**src/rtl/cmd_parser_if.sv**
```systemverilog
// Shared-register read handshake and decoded write strobes
// for the display command parser.
interface cmd_parser_if;
    logic        has_data;
    logic [7:0]  rd_data;
    logic        rd;
    logic        color_wr;
    logic [1:0]  color_idx;
    logic [3:0]  color_val;
    logic        pal_wr;
    logic [3:0]  pal_addr;
    logic [11:0] pal_data;
    logic        reg_wr;
    logic [3:0]  reg_addr;
    logic [15:0] reg_data;
    logic        busy;
    logic [7:0]  err_count;

    // Parser side: reads bytes, drives strobes.
    modport master (
        input  has_data, rd_data,
        output rd, color_wr, color_idx, color_val,
        output pal_wr, pal_addr, pal_data,
        output reg_wr, reg_addr, reg_data,
        output busy, err_count
    );

    // Register/consumer side.
    modport slave (
        output has_data, rd_data,
        input  rd, color_wr, color_idx, color_val,
        input  pal_wr, pal_addr, pal_data,
        input  reg_wr, reg_addr, reg_data,
        input  busy, err_count
    );
endinterface

```
**src/rtl/cmd_parser.sv**
```systemverilog
// Multi-byte display command parser: colour, palette and
// control-register writes with argument timeout.
module cmd_parser #(
    parameter logic [15:0] TIMEOUT_CYCLES = 16'd60000
) (
    input  logic         clk,
    input  logic         nrst,
    cmd_parser_if.master bus
);
    typedef enum logic [1:0] {
        S_IDLE,
        S_GAP,
        S_ARG
    } state_t;

    state_t      r_state;
    state_t      w_next;
    logic        r_more;
    logic        r_arg_cnt;
    logic        r_busy;
    logic [15:0] r_tcnt;
    logic [7:0]  r_op;
    logic [7:0]  r_arg1;

    logic        r_rd;
    logic        r_color_wr;
    logic [1:0]  r_color_idx;
    logic [3:0]  r_color_val;
    logic        r_pal_wr;
    logic [3:0]  r_pal_addr;
    logic [11:0] r_pal_data;
    logic        r_reg_wr;
    logic [3:0]  r_reg_addr;
    logic [15:0] r_reg_data;
    logic [7:0]  r_err;

    logic w_abort;
    logic w_accept;
    logic w_op_acc;
    logic w_arg_acc;
    logic w_final;
    logic w_multi;
    logic w_resv;

    assign w_abort   = (r_state == S_ARG) &&
                       (r_tcnt == TIMEOUT_CYCLES - 16'd1);
    assign w_accept  = bus.has_data && !w_abort &&
                       (r_state == S_IDLE || r_state == S_ARG);
    assign w_op_acc  = w_accept && (r_state == S_IDLE);
    assign w_arg_acc = w_accept && (r_state == S_ARG);
    assign w_final   = w_arg_acc && r_arg_cnt;
    assign w_multi   = w_op_acc && (bus.rd_data[7:6] == 2'b01 ||
                                    bus.rd_data[7:6] == 2'b10);
    assign w_resv    = w_op_acc && (bus.rd_data[7:6] == 2'b11);

    // State register.
    always_ff @(posedge clk or negedge nrst) begin
        if (!nrst) r_state <= S_IDLE;
        else       r_state <= w_next;
    end

    // Next-state: every accepted byte is followed by one gap cycle.
    always_comb begin
        w_next = r_state;
        unique case (r_state)
            S_IDLE: if (w_accept) w_next = S_GAP;
            S_GAP:  w_next = r_more ? S_ARG : S_IDLE;
            S_ARG: begin
                if (w_abort)       w_next = S_IDLE;
                else if (w_accept) w_next = S_GAP;
            end
            default: w_next = S_IDLE;
        endcase
    end

    // Command progress: argument count, byte latches, busy, timeout.
    always_ff @(posedge clk or negedge nrst) begin
        if (!nrst) begin
            r_more    <= 1'b0;
            r_arg_cnt <= 1'b0;
            r_busy    <= 1'b0;
            r_tcnt    <= 16'd0;
            r_op      <= 8'd0;
            r_arg1    <= 8'd0;
        end else begin
            if (w_op_acc) begin
                r_op      <= bus.rd_data;
                r_arg_cnt <= 1'b0;
                r_more    <= w_multi;
                r_busy    <= w_multi;
            end
            if (w_arg_acc) begin
                r_arg_cnt <= 1'b1;
                if (!r_arg_cnt) r_arg1 <= bus.rd_data;
                if (r_arg_cnt)  r_more <= 1'b0;
            end
            if (w_abort) begin
                r_more <= 1'b0;
                r_busy <= 1'b0;
            end
            if (r_state == S_GAP && !r_more) r_busy <= 1'b0;
            if (w_accept || r_state != S_ARG) r_tcnt <= 16'd0;
            else if (!bus.has_data)            r_tcnt <= r_tcnt + 16'd1;
        end
    end

    // Registered read ack, write strobes, held address/data, errors.
    always_ff @(posedge clk or negedge nrst) begin
        if (!nrst) begin
            r_rd        <= 1'b0;
            r_color_wr  <= 1'b0;
            r_color_idx <= 2'd0;
            r_color_val <= 4'd0;
            r_pal_wr    <= 1'b0;
            r_pal_addr  <= 4'd0;
            r_pal_data  <= 12'd0;
            r_reg_wr    <= 1'b0;
            r_reg_addr  <= 4'd0;
            r_reg_data  <= 16'd0;
            r_err       <= 8'd0;
        end else begin
            r_rd       <= w_accept;
            r_color_wr <= 1'b0;
            r_pal_wr   <= 1'b0;
            r_reg_wr   <= 1'b0;
            if (w_op_acc && bus.rd_data[7:6] == 2'b00) begin
                r_color_wr  <= 1'b1;
                r_color_idx <= bus.rd_data[5:4];
                r_color_val <= bus.rd_data[3:0];
            end
            if (w_final && r_op[7:6] == 2'b01) begin
                r_pal_wr   <= 1'b1;
                r_pal_addr <= r_op[3:0];
                r_pal_data <= {r_arg1, bus.rd_data[3:0]};
            end
            if (w_final && r_op[7:6] == 2'b10) begin
                r_reg_wr   <= 1'b1;
                r_reg_addr <= r_op[3:0];
                r_reg_data <= {bus.rd_data, r_arg1};
            end
            if ((w_resv || w_abort) && r_err != 8'hFF)
                r_err <= r_err + 8'd1;
        end
    end

    assign bus.rd        = r_rd;
    assign bus.color_wr  = r_color_wr;
    assign bus.color_idx = r_color_idx;
    assign bus.color_val = r_color_val;
    assign bus.pal_wr    = r_pal_wr;
    assign bus.pal_addr  = r_pal_addr;
    assign bus.pal_data  = r_pal_data;
    assign bus.reg_wr    = r_reg_wr;
    assign bus.reg_addr  = r_reg_addr;
    assign bus.reg_data  = r_reg_data;
    assign bus.busy      = r_busy;
    assign bus.err_count = r_err;
endmodule

```
**src/flat_wrapper.sv**
```systemverilog
// flat-port wrapper written by rule: the top's interface ports become plain ports
module cmd_parser_flat 
#(
    parameter logic [15:0] TIMEOUT_CYCLES = 16'd60000
)
  (clk, nrst, bus_has_data, bus_rd_data, bus_rd, bus_color_wr, bus_color_idx, bus_color_val, bus_pal_wr, bus_pal_addr, bus_pal_data, bus_reg_wr, bus_reg_addr, bus_reg_data, bus_busy, bus_err_count);
  cmd_parser_if bus_i ();
  input  logic clk;
  input  logic nrst;
  input wire logic [$bits(bus_i.has_data)-1:0] bus_has_data;
  input wire logic [$bits(bus_i.rd_data)-1:0] bus_rd_data;
  output wire logic [$bits(bus_i.rd)-1:0] bus_rd;
  output wire logic [$bits(bus_i.color_wr)-1:0] bus_color_wr;
  output wire logic [$bits(bus_i.color_idx)-1:0] bus_color_idx;
  output wire logic [$bits(bus_i.color_val)-1:0] bus_color_val;
  output wire logic [$bits(bus_i.pal_wr)-1:0] bus_pal_wr;
  output wire logic [$bits(bus_i.pal_addr)-1:0] bus_pal_addr;
  output wire logic [$bits(bus_i.pal_data)-1:0] bus_pal_data;
  output wire logic [$bits(bus_i.reg_wr)-1:0] bus_reg_wr;
  output wire logic [$bits(bus_i.reg_addr)-1:0] bus_reg_addr;
  output wire logic [$bits(bus_i.reg_data)-1:0] bus_reg_data;
  output wire logic [$bits(bus_i.busy)-1:0] bus_busy;
  output wire logic [$bits(bus_i.err_count)-1:0] bus_err_count;
  assign bus_i.has_data = bus_has_data;
  assign bus_i.rd_data = bus_rd_data;
  assign bus_rd = bus_i.rd;
  assign bus_color_wr = bus_i.color_wr;
  assign bus_color_idx = bus_i.color_idx;
  assign bus_color_val = bus_i.color_val;
  assign bus_pal_wr = bus_i.pal_wr;
  assign bus_pal_addr = bus_i.pal_addr;
  assign bus_pal_data = bus_i.pal_data;
  assign bus_reg_wr = bus_i.reg_wr;
  assign bus_reg_addr = bus_i.reg_addr;
  assign bus_reg_data = bus_i.reg_data;
  assign bus_busy = bus_i.busy;
  assign bus_err_count = bus_i.err_count;
  cmd_parser #(.TIMEOUT_CYCLES(TIMEOUT_CYCLES)) u_core (.clk(clk), .nrst(nrst), .bus(bus_i));
endmodule
```
**config.mk**
```make
export PLATFORM = sky130hd
export DESIGN_NAME = cmd_parser_flat
export DESIGN_NICKNAME = d
export VERILOG_FILES = /design/src/rtl/cmd_parser_if.sv /design/src/rtl/cmd_parser.sv /design/src/flat_wrapper.sv
export SDC_FILE = /design/constraint.sdc
export NUM_CORES = 1
export LEC_CHECK = 0
export ABC_CLOCK_PERIOD_IN_PS = 3000
export CAP_MARGIN = 10
export CORE_ASPECT_RATIO = 1.2
export CORE_MARGIN = 4
export CORE_UTILIZATION = 41
export CTS_BUF_LIST = sky130_fd_sc_hd__clkbuf_4
export CTS_CLUSTER_DIAMETER = 30
export DETAILED_ROUTE_END_ITERATION = 10
export GPL_TIMING_DRIVEN = 0
export SYNTH_ARGS = -nofsm -noshare
export SYNTH_HDL_FRONTEND = slang
export SYNTH_SLANG_ARGS = --single-unit
```
**constraint.sdc**
```tcl
create_clock -name clk -period 3 [get_ports clk]
set_input_delay 0.75 -clock clk [delete_from_list [all_inputs] [get_ports clk]]
set_output_delay 0.75 -clock clk [all_outputs]
set_load 0.03 [all_outputs]
```
==> impl_metrics.json, run 1 <==
{
  "fmax_mhz": 390,
  "hold_viol_final": 0,
  "grt_max_degree": 67,
  "multi_input_area_mm2": 0.00151,
  "final_util_pct": 52.3,
  "rr_startpoint": "u_core.r_tcnt[0]$_DFFE_PN0P_",
  "critPathCaptureType": "register",
  "synth.area.mux_share_pct": 18.3,
  "setup_violations": 0,
  "num_io_pins": 66,
  "drcViolationCount": 0,
  "cts.sinks": 89,
  "syn_nets": 289,
  "finalCritPeriodShare_pct": 85.6,
  "crit_required_ns": 3.33,
  "die_area_mm2": 0.0109,
  "synth_area_per_cell_um2": 13.9,
  "initial_utilization_pct": 42.1,
  "crit_fanout": 10,
  "p_per_area_mw_per_mm2": 746,
  "ys_top_cells_by_count": "89 x dfrtp_1, 48 x mux2_2, 20 x nor2_1",
  "chipWidth_um": 96.1,
  "placed_area_mm2": 0.00464,
  "synthToLayoutAreaGrowth_pct": 24.4,
  "synthAdderAreaFrac_pct": 1.31,
  "slew_headroom_pct": 49.9,
  "clk_latency_ns": 0.44,
  "synth-simple-area-share_pct": 13.2,
  "reg2reg_depth": 7,
  "synth-compound-area-share_pct": 2.92,
  "synth_top_area_share_pct": 58.3,
  "leakage_nw": 2.07,
  "grt_pass1_vias": 2487,
  "antenna_left": 0,
  "placedCellCount": 460,
  "holdCritPathClass": "primary input to asynchronous set/reset pin",
  "grt_overflow": 0,
  "critical-path-slowest-cell": "nor3b_2",
  "yosysSeqAreaShare_pct": 58.3,
  "rrSetupSlack_ns": 0.66,
  "antenna_found_initial": 0,
  "routed_wl_um": 7370,
  "fin_nets": 366,
  "crit_chain": "clkdlybuf4s50_1 > nor3b_2 > nand2_1 > o21ai_2 > nand4_1 > mux2_1",
  "regToRegEndpoint": "u_core.bus.pal_data[10]$_DFFE_PN0P_",
  "ff_latch_area_mm2": 0.00223,
  "synth_warnings": 0,
  "worstSetupPathType": "primary input to register",
  "gp_congestion": 0.742,
  "p_total_mw": 3.54,
  "synth_top_family_by_area": "multiplexers",
  "io_buffers": 65,
  "num_rows": 38,
  "holdBufCountCts": 0,
  "drv_slew": 0,
  "yosysTopAreaCell": "dfrtp_1",
  "syn_area_mm2": 0.00382,
  "yosysUniqueCellTypes": 46,
  "ir_worst_vdd_mv": 0.324,
  "worst_pin_slew_ns": 0.748,
  "fill_cells": 819,
  "cts_tree": "yes",
  "critPathMaxStageDelay_ns": 0.67,
  "drive_above_1_share_pct": 26.1,
  "cts-root-buf": "clkbuf_4",
  "dpl.hpwl_um": 5210,
  "rsz0062_at_grt": "no",
  "h-tree-depth": 3,
  "layout_setup_ws_ns": 0.433,
  "cts_resized": 0,
  "yosysMostFrequentCell": "dfrtp_1",
  "synth_edf_count": 0,
  "arrival_ns": 2.90,
  "synth_xor_area_share_pct": 3.90,
  "fin_area_mm2": 0.00475,
  "preCtsSetupSlack_ns": -0.103,
  "track_usage_pct": 14.9,
  "ys_ff_latch": 89,
  "die_y_um": 114,
  "instances_no_fill": 476,
  "core_mm2": 0.00908,
  "synth_ff_type": "dfrtp_1",
  "wl_per_cell_um": 15.5,
  "finalCriticalPeriod_ns": 2.57,
  "drt_iter0_drc": 78,
  "ys_top_cells_by_area": "dfrtp_1 58%, mux2_2 14%, mux2_4 3.5%",
  "synthCells": 274,
  "postCtsSetupBuffers": 0,
  "cap_violations": 0,
  "fin_skew_ns": 0.0159,
  "cts_made_buffers": 9,
  "antenna_cells": 0,
  "start_kind": "primary input",
  "grt_pass1_wl_um": 12500,
  "via_per_inst": 4.97,
  "clockBufferDepth": 2,
  "vias": 2365,
  "firstDrtPassIters": 4,
  "clkTransAtPathRegs_ns": 0.14,
  "async_reset_ff_share_pct": 100,
  "status": "finished clean"
}
-- critical path: cells and delay by family --
kind / cells / cell delay [ns]
AND/OR/NAND/NOR: 3 / 1.00
buffers and inverters: 1 / 0.59
multiplexers: 1 / 0.32
AO/OA/AOI/OAI: 1 / 0.22
-- per-stage QoR --
stage / hold slack, ns / TNS [ns]
finish: 0.197 / 0
global route: 0.185 / 0
CTS: 0.178 / 0
detailed placement: 0.495 / -0.139
global placement: 0.489 / -192.24
floorplan: 0.454 / 0
-- how the worst max path moves through the flow --
stage,start,to,slack [ns],cells past startpoint
detailed placement,bus_has_data,u_core.bus.err_count[4]$_DFFE_PN0P_,-0.10,6
global placement,nrst,u_core.bus.err_count[2]$_DFFE_PN0P_,-2.16,1
CTS,bus_has_data,u_core.bus.err_count[4]$_DFFE_PN0P_,0.38,6
finish,bus_has_data,u_core.bus.err_count[4]$_DFFE_PN0P_,0.43,6
global route,bus_has_data,u_core.bus.err_count[4]$_DFFE_PN0P_,0.24,6
floorplan,bus_has_data,u_core.bus.pal_data[10]$_DFFE_PN0P_,0.88,6
-- power by group --
group	internal, mW	switching [mW]	total (mW)	leakage (nW)
registers	1.49	0.199	1.69	1.17
logic	0.628	0.664	1.29	0.840
clock network	0.179	0.381	0.561	0.0570
-- flip-flops by register name, indices dropped and copies added (netlist names), 2 cells and up --
register              count
u_core.bus.reg_data      16
u_core.r_tcnt            16
u_core.bus.pal_data      12
u_core.bus.err_count      8
u_core.r_arg1             8
u_core.r_op               6
u_core.bus.color_val      4
u_core.bus.pal_addr       4
u_core.bus.reg_addr       4
u_core.bus.color_idx      2
u_core.r_state            2
-- layer usage --
layer / GRT usage (%) / share of wire [%]
met4: 7.12 / 2.2
met5: 0 / 0
met1: 20.0 / 45
met2: 22.9 / 47
met3: 2.97 / 5.2
-- layout make-up --
type	count	share of cell area, %
sequential	89	46.9
multi-input combinational	173	31.8
timing repair buffer	66	14.2
tap	120	3.16
clock buffer	11	1.74
buffer	8	1.37
clock inverter	5	0.474
inverter	4	0.316
-- layout by cell type (no fill, tap or decap), drive strengths merged, types with 7 or more instances in the layout --
master,netlist,layout
xor2,9,9
clkbuf,2,13
clkdlybuf4s50,0,64
nand3,11,11
mux2,58,58
xnor2,8,8
buf,6,8
dfrtp,89,89
nand4,7,7
nor2,21,21
-- kinds of logic after synthesis --
kind of cell    Yosys count
xor+xnor                 17
buf+inv                  12
flops                    89
fa+ha+maj                 4
compound gates           16
simple gates             77
mux                      59
No activity file was read; power rests on OpenSTA's default activity.
==> inputs of run 2 (changes only) <==
CORE_UTILIZATION = 47   (was 41)
HOLD_SLACK_MARGIN = 0.02   (was not set)
PLACE_DENSITY = 0.72   (was not set)
==> run 2 against run 1 <==
  * Non-clock buffer count unchanged
  * Sequential cell count is the same
  * Final area is essentially flat
  * Worst hold slack gained 0.044 ns
  * Final cell count decreased by 5.9%
  * Highest routed layer unchanged
  * First-iteration DRC count is 29% lower
  * Wire length shrank 3.5%
  * Largest power group unchanged
  * Critical path depth is the same
  * Die area is 12% lower
==> impl_metrics.json, run 2 (same netlist as run 1, synthesis figures left out) <==
{
  "drcViolationCount": 0,
  "fin_nets": 366,
  "finalCritPeriodShare_pct": 84.6,
  "crit_required_ns": 3.31,
  "fin_area_mm2": 0.00475,
  "cts_resized": 0,
  "grt_pass1_vias": 2410,
  "via_per_inst": 5.29,
  "holdBufCountCts": 0,
  "vias": 2372,
  "rsz0062_at_grt": "no",
  "critical-path-slowest-cell": "nor3b_2",
  "placed_area_mm2": 0.00461,
  "die_area_mm2": 0.00964,
  "arrival_ns": 2.85,
  "worstSetupPathType": "primary input to register",
  "num_io_pins": 66,
  "setup_violations": 0,
  "cts.sinks": 89,
  "routed_wl_um": 7110,
  "postCtsSetupBuffers": 0,
  "cts-root-buf": "clkbuf_4",
  "grt_max_degree": 62,
  "ir_worst_vdd_mv": 0.436,
  "start_kind": "primary input",
  "cts_tree": "yes",
  "crit_chain": "clkdlybuf4s50_1 > nor3b_2 > nand2_1 > o21ai_2 > nand4_1 > mux2_1",
  "track_usage_pct": 15.6,
  "drive_above_1_share_pct": 27.0,
  "grt_pass1_wl_um": 12100,
  "drv_slew": 0,
  "worst_pin_slew_ns": 0.713,
  "status": "finished clean",
  "layout_commonest_cell": "dfrtp_1",
  "drt_iter0_drc": 55,
  "io_buffers": 65,
  "chipWidth_um": 90.3,
  "layout_common_cells": "89 x dfrtp_1, 64 x clkdlybuf4s50_1, 48 x mux2_2, 20 x nor2_1",
  "critPathMaxStageDelay_ns": 0.65,
  "fin_skew_ns": 0.0187,
  "gp_congestion": 0.791,
  "clockBufferDepth": 2,
  "cts_made_buffers": 9,
  "slew_headroom_pct": 52.3,
  "antenna_left": 0,
  "clkTransAtPathRegs_ns": 0.14,
  "crit_fanout": 10,
  "antenna_found_initial": 0,
  "core_mm2": 0.00779,
  "hold_viol_final": 0,
  "dpl.hpwl_um": 5140,
  "cap_violations": 0,
  "fill_cells": 646,
  "antenna_cells": 0,
  "leakage_nw": 2.08,
  "synthToLayoutAreaGrowth_pct": 24.4,
  "finalCriticalPeriod_ns": 2.54,
  "p_per_area_mw_per_mm2": 768,
  "firstDrtPassIters": 4,
  "die_y_um": 107,
  "clk_latency_ns": 0.42,
  "wl_per_cell_um": 15.9,
  "grt_overflow": 0,
  "initial_utilization_pct": 49.0,
  "critPathCaptureType": "register",
  "num_rows": 35,
  "h-tree-depth": 3,
  "final.setup.tns_ns": 0,
  "fmax_mhz": 394,
  "hold_ws_ns": 0.241,
  "holdCritPathClass": "primary input to asynchronous set/reset pin"
}
## run 2: cell count changes in the layout (fill, tap and decap cells not counted), sizes merged
cell / delta
clkinv: -2
clkbuf: -1
inv: +1
bufinv: +1
clkinvlp: +1
## run 2: per-layer routing
layer	vias up	GRT usage, %	wire length [um]
li1	1134	-	-
met1	1177	20.7	3310
met2	54	25.5	3440
met3	7	3.37	290
met4	0	5.25	65
met5	-	0	0
## run 2: layout make-up
class                   instances  area [um^2]  area share (%)
multi-input cells             173         1510            31.8
flip-flops and latches         89         2230            46.9
well taps                      92          115            2.42
clock buffers                  10         75.1            1.58
inverters                       4         15.0           0.316
repair buffers                 66          676            14.2
clock inverters                 6         66.3            1.40
plain buffers                   8         65.1            1.37
## run 2: worst paths after layout
path | from | end | slack, ns | cells past startpoint
worst max-delay path | bus_has_data | u_core.bus.err_count[4]$_DFFE_PN0P_ | 0.46 | 6
worst min-delay path | nrst | u_core.bus.reg_data[13]$_DFFE_PN0P_ | 0.24 | 1
worst max register to register | u_core.r_tcnt[0]$_DFFE_PN0P_ | u_core.bus.pal_data[10]$_DFFE_PN0P_ | 0.67 | 7
worst min register to register | u_core.bus.color_val[3]$_DFFE_PN0P_ | u_core.bus.color_val[3]$_DFFE_PN0P_ | 0.52 | 1
max in group asynchronous | nrst | u_core.r_tcnt[9]$_DFFE_PN0P_ | 2.12 | 2
min in group clk | u_core.bus.color_val[3]$_DFFE_PN0P_ | u_core.bus.color_val[3]$_DFFE_PN0P_ | 0.52 | 1
## run 2: metrics by stage
step | total power [mW] | cells | util (%) | worst slack [ns]
global route | 3.84 | 448 | 60.9 | 0.285
floorplan | 2.46 | 274 | - | 0.882
global placement | 3.00 | 431 | 58.8 | -2.03
finish | 3.65 | 448 | 60.9 | 0.463
detailed placement | 3.04 | 432 | 59.1 | -0.0195
CTS | 3.70 | 448 | 60.9 | 0.443
## run 2: critical path: cells and delay by family
family / cells / cell delay, ns
AOI/OAI and AO/OA: 1 / 0.21
buffers and inverters: 1 / 0.59
muxes: 1 / 0.32
and+or+nand+nor: 3 / 0.97
## run 2: power by group
| group | total, mW | internal (mW) | switching, mW | leakage, nW |
|---|---|---|---|---|
| combinational | 1.29 | 0.628 | 0.667 | 0.840 |
| clock | 0.658 | 0.265 | 0.392 | 0.0707 |
| sequential | 1.70 | 1.49 | 0.206 | 1.17 |
